`src/rtl/ws2812_pkg.sv`:
```
// Shared WS2812 definitions: receiver state encoding, default protocol timing
// and the nanosecond-to-clock-cycle conversion used by both rx and driver.
`timescale 1ns/1ps
package ws2812_pkg;

    localparam int WS_SYSTEM_CLOCK = 50_000_000;
    localparam int WS_T_BIT_NS     = 625;
    localparam int WS_T_MIN_HIGH_NS = 100;
    localparam int WS_T_MAX_HIGH_NS = 2000;
    localparam int WS_T_RESET_NS   = 50_000;
    localparam int WS_WORD_BITS    = 24;

    typedef enum logic [1:0] {
        ST_SYNC = 2'd0,
        ST_IDLE = 2'd1,
        ST_HIGH = 2'd2,
        ST_LOW  = 2'd3
    } state_e;

    // Integer MHz first so the intermediate product stays within 32 bits.
    function automatic int ns_to_cycles(input int t_ns, input int clk_hz);
        return (t_ns * (clk_hz / 1_000_000)) / 1000;
    endfunction

endpackage

```
`src/rtl/ws2812_rx_sync_2ff.sv`:
```
// Two-flop synchroniser for a single asynchronous input bit.
`timescale 1ns/1ps
module sync_2ff (
    input  logic CLK,
    input  logic RST_N,
    input  logic d,
    output logic q
);

    logic meta_q;
    logic sync_q;

    // Metastability filter chain.
    always_ff @(posedge CLK or negedge RST_N) begin
        if (!RST_N) begin
            meta_q <= 1'b0;
            sync_q <= 1'b0;
        end else begin
            meta_q <= d;
            sync_q <= meta_q;
        end
    end

    assign q = sync_q;

endmodule

```
`src/rtl/ws2812_rx.sv`:
```
// WS2812 receiver: measures high/low pulse widths on DIN and assembles
// MSB-first 24-bit GRB words, tagging each with its LED index in the frame.
`timescale 1ns/1ps
module ws2812_rx
    import ws2812_pkg::*;
#(
    parameter int NUM_LEDS      = 8,
    parameter int SYSTEM_CLOCK  = WS_SYSTEM_CLOCK,
    parameter int T_BIT_NS      = WS_T_BIT_NS,
    parameter int T_MIN_HIGH_NS = WS_T_MIN_HIGH_NS,
    parameter int T_MAX_HIGH_NS = WS_T_MAX_HIGH_NS,
    parameter int T_RESET_NS    = WS_T_RESET_NS
) (
    input  logic                          CLK,
    input  logic                          RST_N,
    input  logic                          DIN,
    output logic [23:0]                   DATA,
    output logic [$clog2(NUM_LEDS)-1:0]   ADDR,
    output logic                          VALID,
    output logic                          FRAME_DONE,
    output logic [$clog2(NUM_LEDS):0]     LED_COUNT,
    output logic                          ERR
);

    localparam int BIT_CYC   = ns_to_cycles(T_BIT_NS, SYSTEM_CLOCK);
    localparam int MIN_CYC   = ns_to_cycles(T_MIN_HIGH_NS, SYSTEM_CLOCK);
    localparam int MAX_CYC   = ns_to_cycles(T_MAX_HIGH_NS, SYSTEM_CLOCK);
    localparam int RESET_CYC = ns_to_cycles(T_RESET_NS, SYSTEM_CLOCK);
    localparam int CNT_W     = $clog2(RESET_CYC + 1);
    localparam int AW        = $clog2(NUM_LEDS);
    localparam int CW        = AW + 1;

    localparam logic [CNT_W-1:0] BIT_C  = CNT_W'(BIT_CYC);
    localparam logic [CNT_W-1:0] MIN_C  = CNT_W'(MIN_CYC);
    localparam logic [CNT_W-1:0] MAX_C  = CNT_W'(MAX_CYC);
    localparam logic [CNT_W-1:0] HSAT_C = CNT_W'(MAX_CYC + 1);
    localparam logic [CNT_W-1:0] RST_C  = CNT_W'(RESET_CYC);
    localparam logic [CNT_W-1:0] ONE_C  = CNT_W'(1);
    localparam logic [CW-1:0]    NUM_C  = CW'(NUM_LEDS);

    logic             din_s;
    logic             din_prev_q;
    logic             rise_s;
    logic             fall_s;
    state_e           state_q;
    logic [CNT_W-1:0] high_cnt_q;
    logic [CNT_W-1:0] low_cnt_q;
    logic [CNT_W-1:0] high_cnt_d;
    logic [CNT_W-1:0] low_cnt_d;
    logic             bit_d;
    logic [23:0]      shift_q;
    logic [4:0]       bit_idx_q;
    logic [CW-1:0]    led_idx_q;
    logic             word_done_q;
    logic [23:0]      data_q;
    logic [AW-1:0]    addr_q;
    logic             valid_q;
    logic             frame_done_q;
    logic [CW-1:0]    led_count_q;
    logic             err_q;

    sync_2ff u_sync (
        .CLK   (CLK),
        .RST_N (RST_N),
        .d     (DIN),
        .q     (din_s)
    );

    // History flop for edge detection on the synchronised line.
    always_ff @(posedge CLK or negedge RST_N) begin
        if (!RST_N) begin
            din_prev_q <= 1'b0;
        end else begin
            din_prev_q <= din_s;
        end
    end

    assign rise_s = din_s & ~din_prev_q;
    assign fall_s = ~din_s & din_prev_q;

    // Saturating counter increments and the bit decision.
    always_comb begin
        high_cnt_d = (high_cnt_q == HSAT_C) ? high_cnt_q : high_cnt_q + ONE_C;
        low_cnt_d  = (low_cnt_q == RST_C) ? low_cnt_q : low_cnt_q + ONE_C;
        bit_d      = (high_cnt_q > BIT_C);
    end

    // Receiver FSM with registered word/frame outputs.
    always_ff @(posedge CLK or negedge RST_N) begin
        if (!RST_N) begin
            state_q      <= ST_SYNC;
            high_cnt_q   <= '0;
            low_cnt_q    <= '0;
            shift_q      <= 24'h000000;
            bit_idx_q    <= 5'd0;
            led_idx_q    <= '0;
            word_done_q  <= 1'b0;
            data_q       <= 24'h000000;
            addr_q       <= '0;
            valid_q      <= 1'b0;
            frame_done_q <= 1'b0;
            led_count_q  <= '0;
            err_q        <= 1'b0;
        end else begin
            valid_q      <= 1'b0;
            frame_done_q <= 1'b0;
            word_done_q  <= 1'b0;

            // A word completed last cycle: emit it or flag overflow.
            if (word_done_q) begin
                if (led_idx_q < NUM_C) begin
                    valid_q   <= 1'b1;
                    data_q    <= shift_q;
                    addr_q    <= led_idx_q[AW-1:0];
                    led_idx_q <= led_idx_q + CW'(1);
                end else begin
                    err_q <= 1'b1;
                end
            end

            case (state_q)
                ST_SYNC: begin
                    if (din_s) begin
                        low_cnt_q <= '0;
                    end else if (low_cnt_q == RST_C) begin
                        state_q <= ST_IDLE;
                    end else begin
                        low_cnt_q <= low_cnt_d;
                    end
                end
                ST_IDLE: begin
                    if (rise_s) begin
                        state_q    <= ST_HIGH;
                        high_cnt_q <= '0;
                        bit_idx_q  <= 5'd0;
                        led_idx_q  <= '0;
                        err_q      <= 1'b0;
                    end
                end
                ST_HIGH: begin
                    if (fall_s) begin
                        low_cnt_q <= '0;
                        if (high_cnt_q < MIN_C) begin
                            err_q   <= 1'b1;
                            state_q <= ST_SYNC;
                        end else begin
                            shift_q <= {shift_q[22:0], bit_d};
                            state_q <= ST_LOW;
                            if (bit_idx_q == 5'd23) begin
                                bit_idx_q   <= 5'd0;
                                word_done_q <= 1'b1;
                            end else begin
                                bit_idx_q <= bit_idx_q + 5'd1;
                            end
                        end
                    end else if (high_cnt_q > MAX_C) begin
                        err_q     <= 1'b1;
                        low_cnt_q <= '0;
                        state_q   <= ST_SYNC;
                    end else begin
                        high_cnt_q <= high_cnt_d;
                    end
                end
                ST_LOW: begin
                    if (rise_s) begin
                        high_cnt_q <= '0;
                        state_q    <= ST_HIGH;
                    end else if (low_cnt_q == RST_C) begin
                        state_q      <= ST_IDLE;
                        frame_done_q <= 1'b1;
                        led_count_q  <= led_idx_q;
                        led_idx_q    <= '0;
                        bit_idx_q    <= 5'd0;
                        if (bit_idx_q != 5'd0) begin
                            err_q <= 1'b1;
                        end
                    end else begin
                        low_cnt_q <= low_cnt_d;
                    end
                end
                default: begin
                    state_q <= ST_SYNC;
                end
            endcase
        end
    end

    assign DATA       = data_q;
    assign ADDR       = addr_q;
    assign VALID      = valid_q;
    assign FRAME_DONE = frame_done_q;
    assign LED_COUNT  = led_count_q;
    assign ERR        = err_q;

endmodule

```
`config.mk`:
```
export PLATFORM = sky130hd
export DESIGN_NAME = ws2812_rx
export DESIGN_NICKNAME = d
export VERILOG_FILES = /design/src/rtl/ws2812_pkg.sv /design/src/rtl/ws2812_rx_sync_2ff.sv /design/src/rtl/ws2812_rx.sv
export SDC_FILE = /design/constraint.sdc
export NUM_CORES = 1
export LEC_CHECK = 0
export CAP_MARGIN = 20
export CORE_MARGIN = 4
export CORE_UTILIZATION = 62
export CTS_BUF_LIST = sky130_fd_sc_hd__clkbuf_16
export DETAILED_ROUTE_END_ITERATION = 8
export GPL_TIMING_DRIVEN = 0
export PLACE_DENSITY_LB_ADDON = 0.15
export SLEW_MARGIN = 20
export SYNTH_ARGS = -nofsm -noshare
export SYNTH_HDL_FRONTEND = slang
export SYNTH_SLANG_ARGS = --single-unit
```
`constraint.sdc`:
```
create_clock -name CLK -period 4.4 [get_ports CLK]
set_clock_uncertainty 0.2 [all_clocks]
set_input_delay 0.88 -clock CLK [delete_from_list [all_inputs] [get_ports CLK]]
set_output_delay 0.88 -clock CLK [all_outputs]
set_load 0.01 [all_outputs]
```
==> flow_metrics.env <==
export IMPL_ys_flop_type="dfrtp_1"
export IMPL_dieArea_um2=8390
export IMPL_worstMarginPinSlew_ps=717
export IMPL_ys_ff_latch=97
export IMPL_min_path_type="reg -> reg"
export IMPL_drc=0
export IMPL_synth_top_area_share_pct=56.0
export IMPL_row_count=30
export IMPL_synth_edf_count=0
export IMPL_ant_nets=0
export IMPL_worstSetupPathType="reg -> reg"
export IMPL_first_global_vias=3328
export IMPL_grt_total_usage_pct=22.9
export IMPL_dpl_instance_area_um2=4840
export IMPL_cts_buffer_depth=2
export IMPL_clock_latency_ps=340
export IMPL_core_area_um2=6790
export IMPL_numCtsBuffers=9
export IMPL_ctsHoldBuffers=0
export IMPL_syn_cell_area_um2=4330
export IMPL_place_hpwl_um=6010
export IMPL_clkTransAtPathRegs_ps=60
export IMPL_start_util_pct=63.8
export IMPL_synth_top_cell_by_area="dfrtp_1"
export IMPL_rsz0062_at_grt="no"
export IMPL_ios=37
export IMPL_grt_max_degree=53
export IMPL_cp_end_kind="flip-flop"
export IMPL_drive_gt1_share_pct=7.23
export IMPL_syn2layout_area_growth_pct=19.1
export IMPL_cts_root_buf="clkbuf_16"
export IMPL_fill_cells=487
export IMPL_fin_tns_setup_ps=0
export IMPL_htreeDepth=3
export IMPL_yosysUniqueCellTypes=52
export IMPL_first_pass_iters=4
export IMPL_finalCriticalPeriod_ps=2540
export IMPL_period_share_pct=57.7
export IMPL_start_kind="flip-flop"
export IMPL_viasPerCell=5.54
export IMPL_portBuffers=36
export IMPL_grt_overflow=0
export IMPL_synth_most_common_cell="nand2_1"
export IMPL_synthCells=460
export IMPL_die_h_um=91.6
export IMPL_arrival_ps=2560
export IMPL_synth_commonest_cells="163 x nand2_1, 97 x dfrtp_1, 21 x a21oi_1"
export IMPL_antenna_found_initial=0
export IMPL_drt_iter0_markers=177
export IMPL_n_antenna_cell=0
export IMPL_vias=3370
export IMPL_synth_seq_area_share_pct=56.0
export IMPL_finalWirelength_um=8640
export IMPL_power_leakage_nw=2.55
export IMPL_cp_max_fo=7
export IMPL_place_congestion=0.852
export IMPL_slew_violations=0
export IMPL_cp_data_required_time_ps=4430
export IMPL_syn_avg_cell_area_um2=9.42
export IMPL_nNetsFinal=519
export IMPL_finalSetupViolations=0
export IMPL_p_per_area_nw_per_um2=344
export IMPL_tritoncts="done"
export IMPL_final_area_um2=5160
export IMPL_max_freq_ghz=0.394
export IMPL_fp_dieW_um=91.6
export IMPL_outcome="completed"
export IMPL_cts_setup_buffers=0
export IMPL_ys_warn_count=0
export IMPL_synthArstFlopShare_pct=100
export IMPL_post_cts_resized=0
export IMPL_clock_sinks=97
export IMPL_peakVddDrop_uv=235
export IMPL_synthesis_nets=471
export IMPL_yosys_top_cells_area="dfrtp_1 56%, nand2_1 14%, a21oi_1 2.4%, ha_1 2.3%, nand3_1 1.8%"
export IMPL_wl_per_cell_um=14.2
export IMPL_total_power_mw=1.77
export IMPL_cap_viol_max_count=0
export IMPL_slew_headroom_pct=51.5
export IMPL_hold_viol=0
export IMPL_grt_first_pass_wirelength_um=15500
[power by group]
group          switching, mW  internal (mW)
combinational         0.0283         0.0112
clock                  0.335          0.499
sequential           0.00514          0.895
total                  0.368           1.40
[stage by stage]
stage	util (%)	std cells	worst slack [ps]	hold slack, ps
3_3_place_gp	70.8	592	-1210	136
5_1_grt	75.9	608	1740	167
4_1_cts	75.9	608	1890	153
2_1_floorplan	-	460	2300	131
3_5_place_dp	71.3	593	1940	139
6_report	75.9	608	1860	149
[worst max-delay path, stage by stage (launching register included)]
cell	delay (ps)
dfrtp_1	440
inv_1	110
ha_1	140
nor4b_1	590
nand3_1	370
nand3_1	230
o21ai_0	110
a22o_1	240
[worst paths after layout]
check | startpoint | cells after the start | to | slack (ps)
hold / removal | u_sync.meta_q | 0 | u_sync.q | 150
min in group asynchronous | RST_N | 1 | DATA[22] | 260
setup / recovery | low_cnt_q[0] | 7 | low_cnt_q[9] | 1860
hold reg to reg | u_sync.meta_q | 0 | u_sync.q | 150
max in group asynchronous | RST_N | 2 | bit_idx_q[1] | 3140
setup reg to reg | low_cnt_q[0] | 7 | low_cnt_q[9] | 1860
[placed cells by master, fill, tap and decap left out, drive strengths merged, types with 2 or more instances in the layout]
master / count
nand2: 163
dfrtp: 97
clkdlybuf4s50: 35
a21oi: 22
clkbuf: 19
nor2: 18
nand3: 16
o21ai: 15
inv: 13
or4: 8
ha: 8
buf: 8
and3: 7
nand2b: 6
and2: 6
o31ai: 6
a21o: 5
nand4: 5
nor2b: 4
mux2: 4
o22ai: 4
and4: 3
xor2: 3
or3: 3
nor3: 3
nor4: 3
nand4b: 3
o2bb2ai: 2
a31oi: 2
o211ai: 2
nor3b: 2
o41ai: 2
bufinv: 2
clkinv: 2
[state kept, by name (all words and copies together) (netlist names), 2 cells and up]
name and cells:
shift_q 24, ADDR 3, high_cnt_q 12, low_cnt_q 12, state_q 2, led_idx_q 4, bit_idx_q 5, LED_COUNT 4
DATA 24
[kinds of logic (layout without fill, tap and decap cells)]
group / after synthesis / count (layout) / synth area share [%]
buffers and inverters: 28 / 80 / 2.74
AND/OR/NAND/NOR: 255 / 255 / 27.4
multiplexers: 5 / 5 / 1.27
XOR/XNOR: 4 / 4 / 0.809
adder cells (fa/ha/maj): 8 / 8 / 2.31
AO/OA/AOI/OAI: 63 / 63 / 9.42
flip-flops: 97 / 97 / 56.0
[cell type report]
| type | instances | area, um^2 | area share [%] |
|---|---|---|---|
| plain buffers | 16 | 73.8 | 1.43 |
| clock buffers | 9 | 225 | 4.37 |
| clock inverters | 6 | 92.6 | 1.79 |
| inverters | 12 | 45.0 | 0.873 |
| multi-input cells | 335 | 1790 | 34.6 |
| flip-flops and latches | 97 | 2430 | 47.1 |
| well taps | 96 | 120 | 2.33 |
| repair buffers | 37 | 389 | 7.54 |
[routing by layer]
metal / GRT usage [%] / part of all wire (%)
met4: 12.6 / 1.7
met2: 37.1 / 51
met3: 3.48 / 4.2
met5: 0 / 0
met1: 29.5 / 43
Power figures use the tool's default switching activity.
